File: src/rtl/fetch_pkg.sv
// Shared widths and FSM state encoding for the byte-serial instruction fetch unit.
package fetch_pkg;

    localparam int FLASH_ADDR_W    = 24;
    localparam int INSTR_W         = 32;
    localparam int BYTES_PER_INSTR = 4;

    typedef enum logic [1:0] {
        IDLE  = 2'd0,
        READ  = 2'd1,
        VALID = 2'd2
    } fetch_state_t;

endpackage

File: src/rtl/fetch_unit.sv
// Fetches 32-bit little-endian instructions one byte at a time from a fixed-latency flash.
// Optional build macro FETCH_MISALIGN_CHECK_EN turns misaligned redirects into a sticky fault.
module fetch_unit
    import fetch_pkg::*;
#(
    parameter int                      READ_LATENCY = 3,
    parameter logic [FLASH_ADDR_W-1:0] RESET_ADDR   = 24'h000000
) (
    input  logic                    clk,
    input  logic                    reset,
    input  logic                    fetch_en,
    input  logic                    redirect,
    input  logic [FLASH_ADDR_W-1:0] redirect_addr,
    output logic                    flash_re,
    output logic [FLASH_ADDR_W-1:0] flash_addr,
    input  logic [7:0]              flash_out,
    output logic [INSTR_W-1:0]      instr,
    output logic [FLASH_ADDR_W-1:0] instr_addr,
    output logic                    instr_valid,
    input  logic                    instr_ready,
    output logic                    fetch_fault
);

    localparam logic [2:0] LAST_LAT  = 3'(READ_LATENCY);
    localparam logic [1:0] LAST_BYTE = 2'(BYTES_PER_INSTR - 1);

    fetch_state_t            state;
    logic [FLASH_ADDR_W-1:0] pc;
    logic [1:0]              byte_idx;
    logic [2:0]              lat_cnt;
    logic                    fault_q;
    logic                    misaligned;
    logic                    can_fetch;
    logic [1:0]              next_byte;
    logic [FLASH_ADDR_W-1:0] pc_plus4;

`ifdef FETCH_MISALIGN_CHECK_EN
    assign misaligned  = (redirect_addr[1:0] != 2'b00);
    assign fetch_fault = fault_q;
`else
    assign misaligned  = 1'b0;
    assign fetch_fault = 1'b0;
`endif

    assign can_fetch = fetch_en && !fault_q;
    assign next_byte = byte_idx + 2'd1;
    assign pc_plus4  = pc + FLASH_ADDR_W'(BYTES_PER_INSTR);

    always_ff @(posedge clk or posedge reset) begin
        if (reset) begin
            state       <= IDLE;
            pc          <= RESET_ADDR;
            byte_idx    <= 2'd0;
            lat_cnt     <= 3'd0;
            fault_q     <= 1'b0;
            instr       <= '0;
            instr_addr  <= RESET_ADDR;
            instr_valid <= 1'b0;
            flash_re    <= 1'b0;
            flash_addr  <= '0;
        end else if (redirect) begin
            // Redirect wins over everything, including a handshake in the same cycle.
            pc          <= redirect_addr;
            byte_idx    <= 2'd0;
            lat_cnt     <= 3'd0;
            instr_valid <= 1'b0;
            if (misaligned) begin
                fault_q  <= 1'b1;
                state    <= IDLE;
                flash_re <= 1'b0;
            end else begin
                state      <= READ;
                flash_re   <= 1'b1;
                flash_addr <= redirect_addr;
            end
        end else begin
            case (state)
                IDLE: begin
                    if (can_fetch) begin
                        state      <= READ;
                        flash_re   <= 1'b1;
                        flash_addr <= pc;
                        byte_idx   <= 2'd0;
                        lat_cnt    <= 3'd0;
                    end
                end
                READ: begin
                    if (lat_cnt == LAST_LAT) begin
                        instr[{byte_idx, 3'b000} +: 8] <= flash_out;
                        lat_cnt <= 3'd0;
                        if (byte_idx == LAST_BYTE) begin
                            state       <= VALID;
                            flash_re    <= 1'b0;
                            instr_valid <= 1'b1;
                            instr_addr  <= pc;
                        end else begin
                            byte_idx   <= next_byte;
                            flash_addr <= pc + FLASH_ADDR_W'(next_byte);
                        end
                    end else begin
                        lat_cnt <= lat_cnt + 3'd1;
                    end
                end
                VALID: begin
                    if (instr_ready) begin
                        instr_valid <= 1'b0;
                        pc          <= pc_plus4;
                        byte_idx    <= 2'd0;
                        lat_cnt     <= 3'd0;
                        if (can_fetch) begin
                            state      <= READ;
                            flash_re   <= 1'b1;
                            flash_addr <= pc_plus4;
                        end else begin
                            state <= IDLE;
                        end
                    end
                end
                default: state <= IDLE;
            endcase
        end
    end

endmodule
File: config.mk
export PLATFORM = sky130hd
export DESIGN_NAME = fetch_unit
export DESIGN_NICKNAME = d
export VERILOG_FILES = /design/src/rtl/fetch_pkg.sv /design/src/rtl/fetch_unit.sv
export SDC_FILE = /design/constraint.sdc
export NUM_CORES = 1
export LEC_CHECK = 0
export CORE_MARGIN = 4
export CORE_UTILIZATION = 56
export DETAILED_ROUTE_END_ITERATION = 6
export GPL_TIMING_DRIVEN = 0
export PLACE_DENSITY_LB_ADDON = 0.08
export SLEW_MARGIN = 40
export SYNTH_ARGS = -nofsm -noshare
export SYNTH_HDL_FRONTEND = slang
export SYNTH_SLANG_ARGS = --single-unit
File: constraint.sdc
create_clock -name clk -period 11.05 [get_ports clk]
set_input_delay 2.21 -clock clk [delete_from_list [all_inputs] [get_ports clk]]
set_output_delay 2.21 -clock clk [all_outputs]
set_load 0.005 [all_outputs]
==> results of run 1 <==
[synth_stat cells (2+ instances only)]
| cell type | n | area share |
|---|---|---|
| nor2b_1 | 4 | 0.0041 |
| nor3_1 | 23 | 0.019 |
| nor2_1 | 31 | 0.019 |
| nand3_1 | 14 | 0.011 |
| xor2_1 | 8 | 0.011 |
| nor4_4 | 3 | 0.010 |
| a22o_1 | 2 | 0.0029 |
| buf_1 | 4 | 0.0025 |
| a31o_2 | 2 | 0.0029 |
| a21o_1 | 6 | 0.0074 |
| a22oi_1 | 2 | 0.0025 |
| o221ai_1 | 4 | 0.0057 |
| a21oi_1 | 19 | 0.016 |
| buf_4 | 3 | 0.0037 |
| or3_1 | 2 | 0.0020 |
| ha_1 | 14 | 0.029 |
| a41oi_1 | 2 | 0.0029 |
| mux2_2 | 31 | 0.057 |
| buf_2 | 19 | 0.016 |
| and4_1 | 4 | 0.0057 |
| a21boi_0 | 5 | 0.0061 |
| o31a_1 | 2 | 0.0029 |
| a32oi_1 | 2 | 0.0029 |
| clkbuf_1 | 22 | 0.014 |
| nand2_1 | 129 | 0.079 |
| a31oi_1 | 24 | 0.025 |
| inv_1 | 12 | 0.0074 |
| and3_1 | 9 | 0.0092 |
| o31ai_1 | 7 | 0.0086 |
| nand4_1 | 9 | 0.0092 |
| xnor2_1 | 14 | 0.020 |
| o21ai_1 | 3 | 0.0025 |
| nand2b_1 | 4 | 0.0041 |
| and2_1 | 3 | 0.0031 |
| dfrtp_1 | 113 | 0.46 |
| o22ai_1 | 9 | 0.0092 |
| o21ai_0 | 59 | 0.048 |
| nor4_1 | 4 | 0.0041 |
| o211ai_1 | 6 | 0.0074 |
[report_power, final]
| part | total, mW | leakage (nW) | internal (mW) | switching [mW] |
|---|---|---|---|---|
| combinational | 0.686 | 1.66 | 0.258 | 0.428 |
| clock | 0.523 | 0.273 | 0.330 | 0.194 |
| sequential | 0.532 | 1.46 | 0.482 | 0.0499 |
[routing by layer]
layer  up-vias  global-route usage
met5         -                   0
met4         0               0.147
met3        89              0.0712
met2       360               0.529
met1      2897               0.424
li1       2637                   -
[placed cells by master (no fill, tap or decap), types with 4 or more instances in the layout]
cell type and n:
o211ai_1 6, nand3_1 14, nand2_1 129, clkbuf_16 16, o22ai_1 9, xnor2_1 14, a21o_1 6, o21ai_0 59
and3_1 9, buf_2 19, clkdlybuf4s50_1 117, a31oi_1 24, clkinv_2 6, nor4_1 4, nor2_1 31, inv_1 11
xor2_1 8, ha_1 14, a21oi_1 19, mux2_2 31, nand2b_1 4, o221ai_1 4, nand4_1 9, a21boi_0 5
and4_1 4, dfrtp_1 113, nor3_1 21, nor2b_1 4, buf_1 4, clkbuf_1 24, o31ai_1 7
[logic make-up (layout without fill, tap and decap cells)]
logic type	after synthesis	after routing	share of synthesized area
adders and majority gates	15	15	0.0319
xor gates and xnor gates	22	22	0.0315
muxes	31	31	0.0571
other	1	1	0.000614
buffers and inverters	61	211	0.0432
DFF	113	113	0.463
and+or+nand+nor	247	247	0.195
AOI/OAI and AO/OA	170	170	0.178
[worst register-to-register path, stage by stage (launching register included)]
cell and delay, ps:
dfrtp_1 480, inv_1 200, ha_1 390, inv_1 140, fa_1 530, nand2_1 410
nand2_1 90, or3_1 320, o211ai_1 120, a31oi_1 120
[layout make-up]
cell class,instances,area [sq um],area share
Tap cell,136,170,0.0211
Timing Repair Buffer,118,1200,0.149
Clock buffer,21,449,0.0557
Inverter,13,56.3,0.00698
Multi-Input combinational cell,486,3030,0.376
Sequential cell,113,2830,0.351
Clock inverter,11,113,0.0140
Buffer,48,215,0.0267
[state kept, by name, indices dropped and copies added (netlist names)]
register     flops
byte_idx         2
flash_addr      24
flash_re         1
instr           32
instr_addr      24
instr_valid      1
lat_cnt          3
pc              24
state            2
[worst paths after layout]
path                          startpoint        endpoint  slack [ps]
max in group asynchronous          reset   flash_addr[0]        8340
min reg2reg                flash_addr[1]   flash_addr[1]         470
min in group asynchronous          reset          pc[15]        2070
max reg2reg                  byte_idx[0]  flash_addr[16]        8130
max                             fetch_en  flash_addr[19]        7070
min                        flash_addr[1]   flash_addr[1]         470
[per-stage QoR]
step	utilization	cell area, sq um	worst slack (ps)
final	0.771	8060	7070
after global routing	0.771	8060	6970
after CTS	0.770	8050	7140
after detailed placement	0.716	7490	6630
after global placement	0.712	7450	4400
after floorplan	-	6110	5850
==> flow_summary.toml, run 1 <==
[run_status]
status = "finished clean"

[sta]
relSlewSlack = 0.489
report.final.slew_viol_count = 0
rsz0062_at_grt = "false"
tightest_slew_ps = 764
final-setup-viol-count = 0
clock.fmax_mhz = 251
clock_skew_ps = 8.93
holdWs_ps = 469
hold_violations = 0
tns_ps = 0
fin_crit_sh = 0.360
min_period_ps = 3980

[critical_path]
critPathBufInv = 2
end_kind = "flop"
arrival_ps = 4440
critical_path_class = "input pin to flop"
critical_path_depth = 7
cp_top_family = "buffers and inverters"
worstPathCellList = "clkdlybuf4s50_1 -> nor2b_1 -> a211oi_2 -> a31oi_2 -> buf_2 -> nand2_1 -> a32oi_1"
critPathRequiredTime_ps = 11510
cp_slowest_cell = "clkdlybuf4s50_1"
crit_fanout = 10
r2r_cells = 9
critPathLaunchType = "input pin"
cpPeakStageDelay_ps = 530

[finish]
final_nets = 849
antenna_cells = 0
finalNonFillerCells = 946
drive_gt1_frac = 0.127
syn_to_final_growth_pct = 32.0
final.fill_count = 722

[cts]
clock_sinks = 113
htree_levels = 4
clk_pin_slew_ps = 60
clockBufferDepth = 2
cts_setup_buffers = 0
cts-resized-gates = 0
cts_buffers = 17
cts.root.buffer_cell = "clkbuf_8"
clkLatencyLatePin_ps = 540
cts_tree = "done"
cts_hold_buf = 0

[route]
drc_errors = 0
route.final.wire_length_um = 20500
drtAntennaViolNets = 0
drtIter0Drc = 678
wl_met3_um = 1660
drt-vias-per-instance = 6.32
dr.pass1.iters = 6
met2_length_um = 9780
vias = 5983
wl_met1_um = 8170
top_layer_used = "met4"
wire_per_inst_um = 21.7

[global_routing]
grt_max_degree = 67
grtUsageTotal = 0.327
grt_pass1_wl_um = 32600
overflow = 0
antenna_found_initial = 0
first_global_vias = 6051

[logic_synthesis]
ys.flop_type = "dfrtp_1"
ys_warn_count = 0
ys_seq_area_frac = 0.463
ys_types = 66
syn_avg_cell_area_sq_um = 9.26
async_reset_ff_frac = 1.00
synthesis.area_sq_um = 6110
synth_edf_count = 0
netlist_instances = 660
ys_ff_latch = 113
synth_nets = 712

[floorplanning]
ios = 120
die_w_um = 112
initial_core_util = 0.584
die_y_um = 112
core-area_sq_um = 10500
rows = 37
die_area_sq_um = 12600

[power]
p_leak_nw = 3.40
p_total_mw = 1.74
max-vdd-ir-drop_mv = 0.154
pwr_density_cell_nw_per_um2 = 216

[placed_design]
dp_cells = 914
hpwl_um = 14500
port_buffers = 117
gp_congestion = 1.02

[hold_path]
hp-class = "flop to flop"
min_path_cells = 2

[job]
cap_violations = 0
(Power assumes the default switching activity.)
==> run 2: changes to the inputs <==
- CORE_UTILIZATION: 56 -> 52
- clock period: 11.05 -> 4.1 ns (I/O delays scaled with it)
==> run 2 against run 1 <==
Effect of this change: the run now ends with DRC left; final cell count grew 0.74%; sequential power grew to 2.7 times the previous value; clock skew shrank 2.4 ps; power grew to 2.8 times the previous value; non-clock buffer count is the same; sequential share of layout area shrank 0.39 points; clock-buffer cell count grew 1; sequential cell count is the same; core utilization shrank 6.0 points; cell area grew 1.1%; worst setup slack lost 5900 ps; critical path type is now flop to flop; largest cell class unchanged; largest power group unchanged.
==> flow_summary.toml, run 2 (synthesis gave the netlist of run 1 again) <==
[cts]
clock_sinks = 113
cts_tree = "done"
clockBufferDepth = 2
cts_buffers = 17
cts.root.buffer_cell = "clkbuf_16"
cts-resized-gates = 0
cts_setup_buffers = 0
clk_pin_slew_ps = 50
clkLatencyLatePin_ps = 430
htree_levels = 4
cts_hold_buf = 0

[sta]
report.final.slew_viol_count = 0
rsz0062_at_grt = "false"
clock.fmax_mhz = 339
hold_violations = 0
final-setup-viol-count = 0
holdWs_ps = 470
finalWorstSetupSlack_ps = 1150
tightest_slew_ps = 765
fin_crit_sh = 0.720
min_period_ps = 2950
clock_skew_ps = 6.57
relSlewSlack = 0.490

[hold_path]
min_path_cells = 2
hp-start = "flash_addr[1]"
hp-class = "flop to flop"

[power]
p_total_mw = 4.87
pwr_density_cell_nw_per_um2 = 597
p_leak_nw = 3.44
max-vdd-ir-drop_mv = 0.518

[floorplanning]
die_w_um = 116
ios = 120
core-area_sq_um = 11500
die_y_um = 116
initial_core_util = 0.533
rows = 39
die_area_sq_um = 13600

[route]
drt-vias-per-instance = 6.14
drtIter0Drc = 467
route.final.wire_length_um = 19700
wire_per_inst_um = 20.7
dr.pass1.iters = 7
vias = 5854
drc_errors = 15
drtAntennaViolNets = 0

[global_routing]
antenna_found_initial = 0
overflow = 0
first_global_vias = 5922
grt_pass1_wl_um = 31200
grt_max_degree = 67
grtUsageTotal = 0.303

[job]
cap_violations = 0

[critical_path]
arrival_ps = 3300
critPathRequiredTime_ps = 4440
crit_start = "byte_idx[0]"
r2r_cells = 8
critical_path_class = "flop to flop"
crit_fanout = 7
critPathLaunchType = "flop"
r2r-start = "byte_idx[0]"
end_kind = "flop"

[placed_design]
place_area_sq_um = 7500
gp_congestion = 0.950
place_ws_ps = 1050
hpwl_um = 14100
port_buffers = 117

[finish]
syn_to_final_growth_pct = 33.5
final_nets = 849
antenna_cells = 0
layout_commonest_cell = "nand2_1"
regMostFlops = "instr"
design_area_sq_um = 8160
final_cell_mix = "nand2_1, clkdlybuf4s50_1, dfrtp_1"
largest_reg_flops = 32
drive_gt1_frac = 0.130

[run_status]
violations = "DRC"
status = "finished, violations left"
## run 2: cell types whose count changed in the layout (fill, tap and decap cells not counted)
cell,before,now
bufinv_16,2,4
clkinv_2,6,4
clkbuf_1,24,23
clkbuf_16,16,17
clkbuf_8,3,4
clkinvlp_4,3,2
nor3_1,21,20
nor3_2,2,3
## run 2: critical path, stage by stage (launching register included)
cell and delay (ps):
dfrtp_1 480, inv_1 200, ha_1 380, ha_1 330
a21oi_1 400, nand2_1 340, a41oi_1 350, o221ai_1 180
a31oi_1 220
## run 2: area by class of cell
type                       count  area, sq um
tap                          143          179
inverter                      13         56.3
buffer                        48          215
fill                         864         3310
sequential                   113         2830
timing repair buffer         118         1200
clock buffer                  22          484
multi-input combinational    486         3040
clock inverter                10          155
## run 2: per-stage QoR
step / cells / setup TNS (ps) / utilization
floorplan: 660 / 0 / -
global placement: 920 / -140250 / 0.651
detailed placement: 921 / 0 / 0.654
CTS: 953 / 0 / 0.709
global route: 953 / 0 / 0.711
finish: 953 / 0 / 0.711
## run 2: worst paths after layout
path,endpoint,slack [ps]
worst max-delay path,flash_addr[9],1150
worst max register to register,flash_addr[9],1150
min in group asynchronous,instr_addr[16],790
worst min-delay path,flash_addr[1],470
max in group asynchronous,state[0],2680
worst min register to register,flash_addr[1],470
## run 2: routing by layer
metal | routed length, um | GRT usage | up-vias
met2 | 9510 | 0.500 | 322
met4 | 617 | 0.122 | 0
met5 | 0 | 0 | -
met3 | 1570 | 0.0731 | 64
met1 | 8020 | 0.383 | 2837
li1 | - | - | 2631
## run 2: power breakdown
part	internal, mW	switching, mW	leakage, nW
clock network	1.08	0.527	0.312
logic	0.696	1.14	1.66
registers	1.30	0.134	1.46
==> run 3: changes to the inputs <==
- clock period: 4.1 -> 2.9 ns (I/O delays scaled with it)
==> run 3 against run 2 <==
Effect of this change: the run now ends clean; first-iteration DRC count is 12% lower; clock skew is 0.68 ps lower; sequential share of layout area is 0.17 points lower; via count is 0.77% higher; critical path type unchanged; sequential cell count stayed put; power is 37% higher; core utilization is 0.35 points higher; hold slack worse by 39 ps; die area stayed put; clock power is 26% higher; routed wire length is 1.5% higher; largest power group unchanged.
==> flow_summary.toml, run 3 (synthesis gave the netlist of run 1 again) <==
[critical_path]
end_kind = "flop"
worstPathCellList = "inv_1 -> ha_1 -> ha_1 -> a21o_1 -> o21ai_1 -> nor3_1 -> o221ai_1 -> a31oi_1"
arrival_ps = 3020
cp_slowest_cell = "dfrtp_1"
cp_top_family = "compound AO/OA/AOI/OAI gates"
critPathBufInv = 1
critPathRequiredTime_ps = 3180
regToRegSetupSlack_ps = 170
critPathLaunchType = "flop"
cpPeakStageDelay_ps = 470
crit_top_cell = "ha_1"
critical_path_class = "flop to flop"
crit_fanout = 7

[sta]
clock_skew_ps = 5.88
tightest_slew_ps = 788
min_period_ps = 2730
fin_crit_sh = 0.943
holdWs_ps = 431
finalWorstSetupSlack_ps = 166
hold_violations = 0
report.final.slew_viol_count = 0
clock.fmax_mhz = 366
final-setup-viol-count = 0
relSlewSlack = 0.475
rsz0062_at_grt = "false"

[cts]
clockBufferDepth = 2
cts.root.buffer_cell = "clkbuf_16"
cts_tree = "done"
clk_pin_slew_ps = 50
clock_sinks = 113
cts_buffers = 17
htree_levels = 4
clkLatencyLatePin_ps = 410

[route]
drt-vias-per-instance = 6.17
dr.pass1.iters = 7
drtAntennaViolNets = 0
route.final.wire_length_um = 20000
drc_errors = 0
wire_per_inst_um = 20.9
vias = 5899
drtIter0Drc = 412

[power]
pwr_density_cell_nw_per_um2 = 816
max-vdd-ir-drop_mv = 0.685
p_total_mw = 6.69
p_leak_nw = 3.44

[finish]
multiInputGateArea_sq_um = 3050
ff_latch_area_sq_um = 2830
syn_to_final_growth_pct = 34.1
drive_gt1_frac = 0.133
final.fill_count = 883
final_cell_mix = "nand2_1, clkdlybuf4s50_1, dfrtp_1"
antenna_cells = 0
final_nets = 853
layout_commonest_cell = "nand2_1"
finalNonFillerCells = 956
largest_reg_flops = 32
finalCoreUtilization = 0.715
regMostFlops = "instr"

[global_routing]
grt_util_met1 = 0.385
overflow = 0
first_global_vias = 5924
grt-busiest-layer = "met2"
grt_pass1_wl_um = 31000
grtUsageTotal = 0.303
met2_usage = 0.497
grt_max_degree = 26
antenna_found_initial = 0
grtUsageMet3 = 0.0648

[run_status]
status = "finished clean"

[placed_design]
gp_congestion = 0.966
hpwl_um = 14500
dp_cells = 925
port_buffers = 117
place_ws_ps = 83.3

[floorplanning]
die_y_um = 116
initial_core_util = 0.533
core-area_sq_um = 11500
die_area_sq_um = 13600
rows = 39
die_w_um = 116
ios = 120

[job]
cap_violations = 0

[hold_path]
hp-class = "input pin to async pin"
run 3: worst reg2reg max path, delay by kind of cell, from the launching register on:
family          cells  cell delay (ps)
simple gates        1               90
fa+ha+maj           2              730
flops               1              470
buf+inv             1              200
compound gates      4             1100
run 3: area by class of cell:
class	count	area share
clock inverter	5	0.00947
sequential	113	0.345
multi-input combinational	486	0.373
buffer	48	0.0263
tap	143	0.0218
timing repair buffer	122	0.159
inverter	13	0.00641
clock buffer	26	0.0597
run 3: metal layers:
layer / part of all wire / vias to the layer above / wire, um
met2: 0.48 / 299 / 9640
li1: - / 2642 / -
met1: 0.41 / 2904 / 8240
met3: 0.073 / 54 / 1470
met5: 0 / - / 0
met4: 0.033 / 0 / 670
run 3: path summary, 6_finish.rpt:
kind | from | end | cells after the start
worst max-delay path | byte_idx[0] | flash_addr[9] | 8
worst min-delay path | reset | instr_addr[16] | 2
worst max register to register | byte_idx[0] | flash_addr[9] | 8
worst min register to register | flash_addr[1] | flash_addr[1] | 2
max in group asynchronous | reset | instr_addr[0] | 5
min in group clk | flash_addr[1] | flash_addr[1] | 2
run 3: stage by stage:
step	setup TNS, ps	instance area, sq um
2_1_floorplan	0	6110
3_3_place_gp	-10410	7460
3_5_place_dp	0	7590
4_1_cts	0	8160
5_1_grt	0	8200
6_report	0	8200
run 3: power breakdown:
part           total, mW  switching (mW)  internal, mW
clock               2.02           0.693          1.32
sequential          2.02           0.180          1.84
combinational       2.66            1.64          1.01
run 3: what timing repair did:
| action | CTS | global route |
|---|---|---|
| gates resized for setup | 0 | 6 |
| hold buffers | 0 | 0 |
| setup buffers | 0 | 0 |
| endpoints found under the setup margin | 0 | 11 |
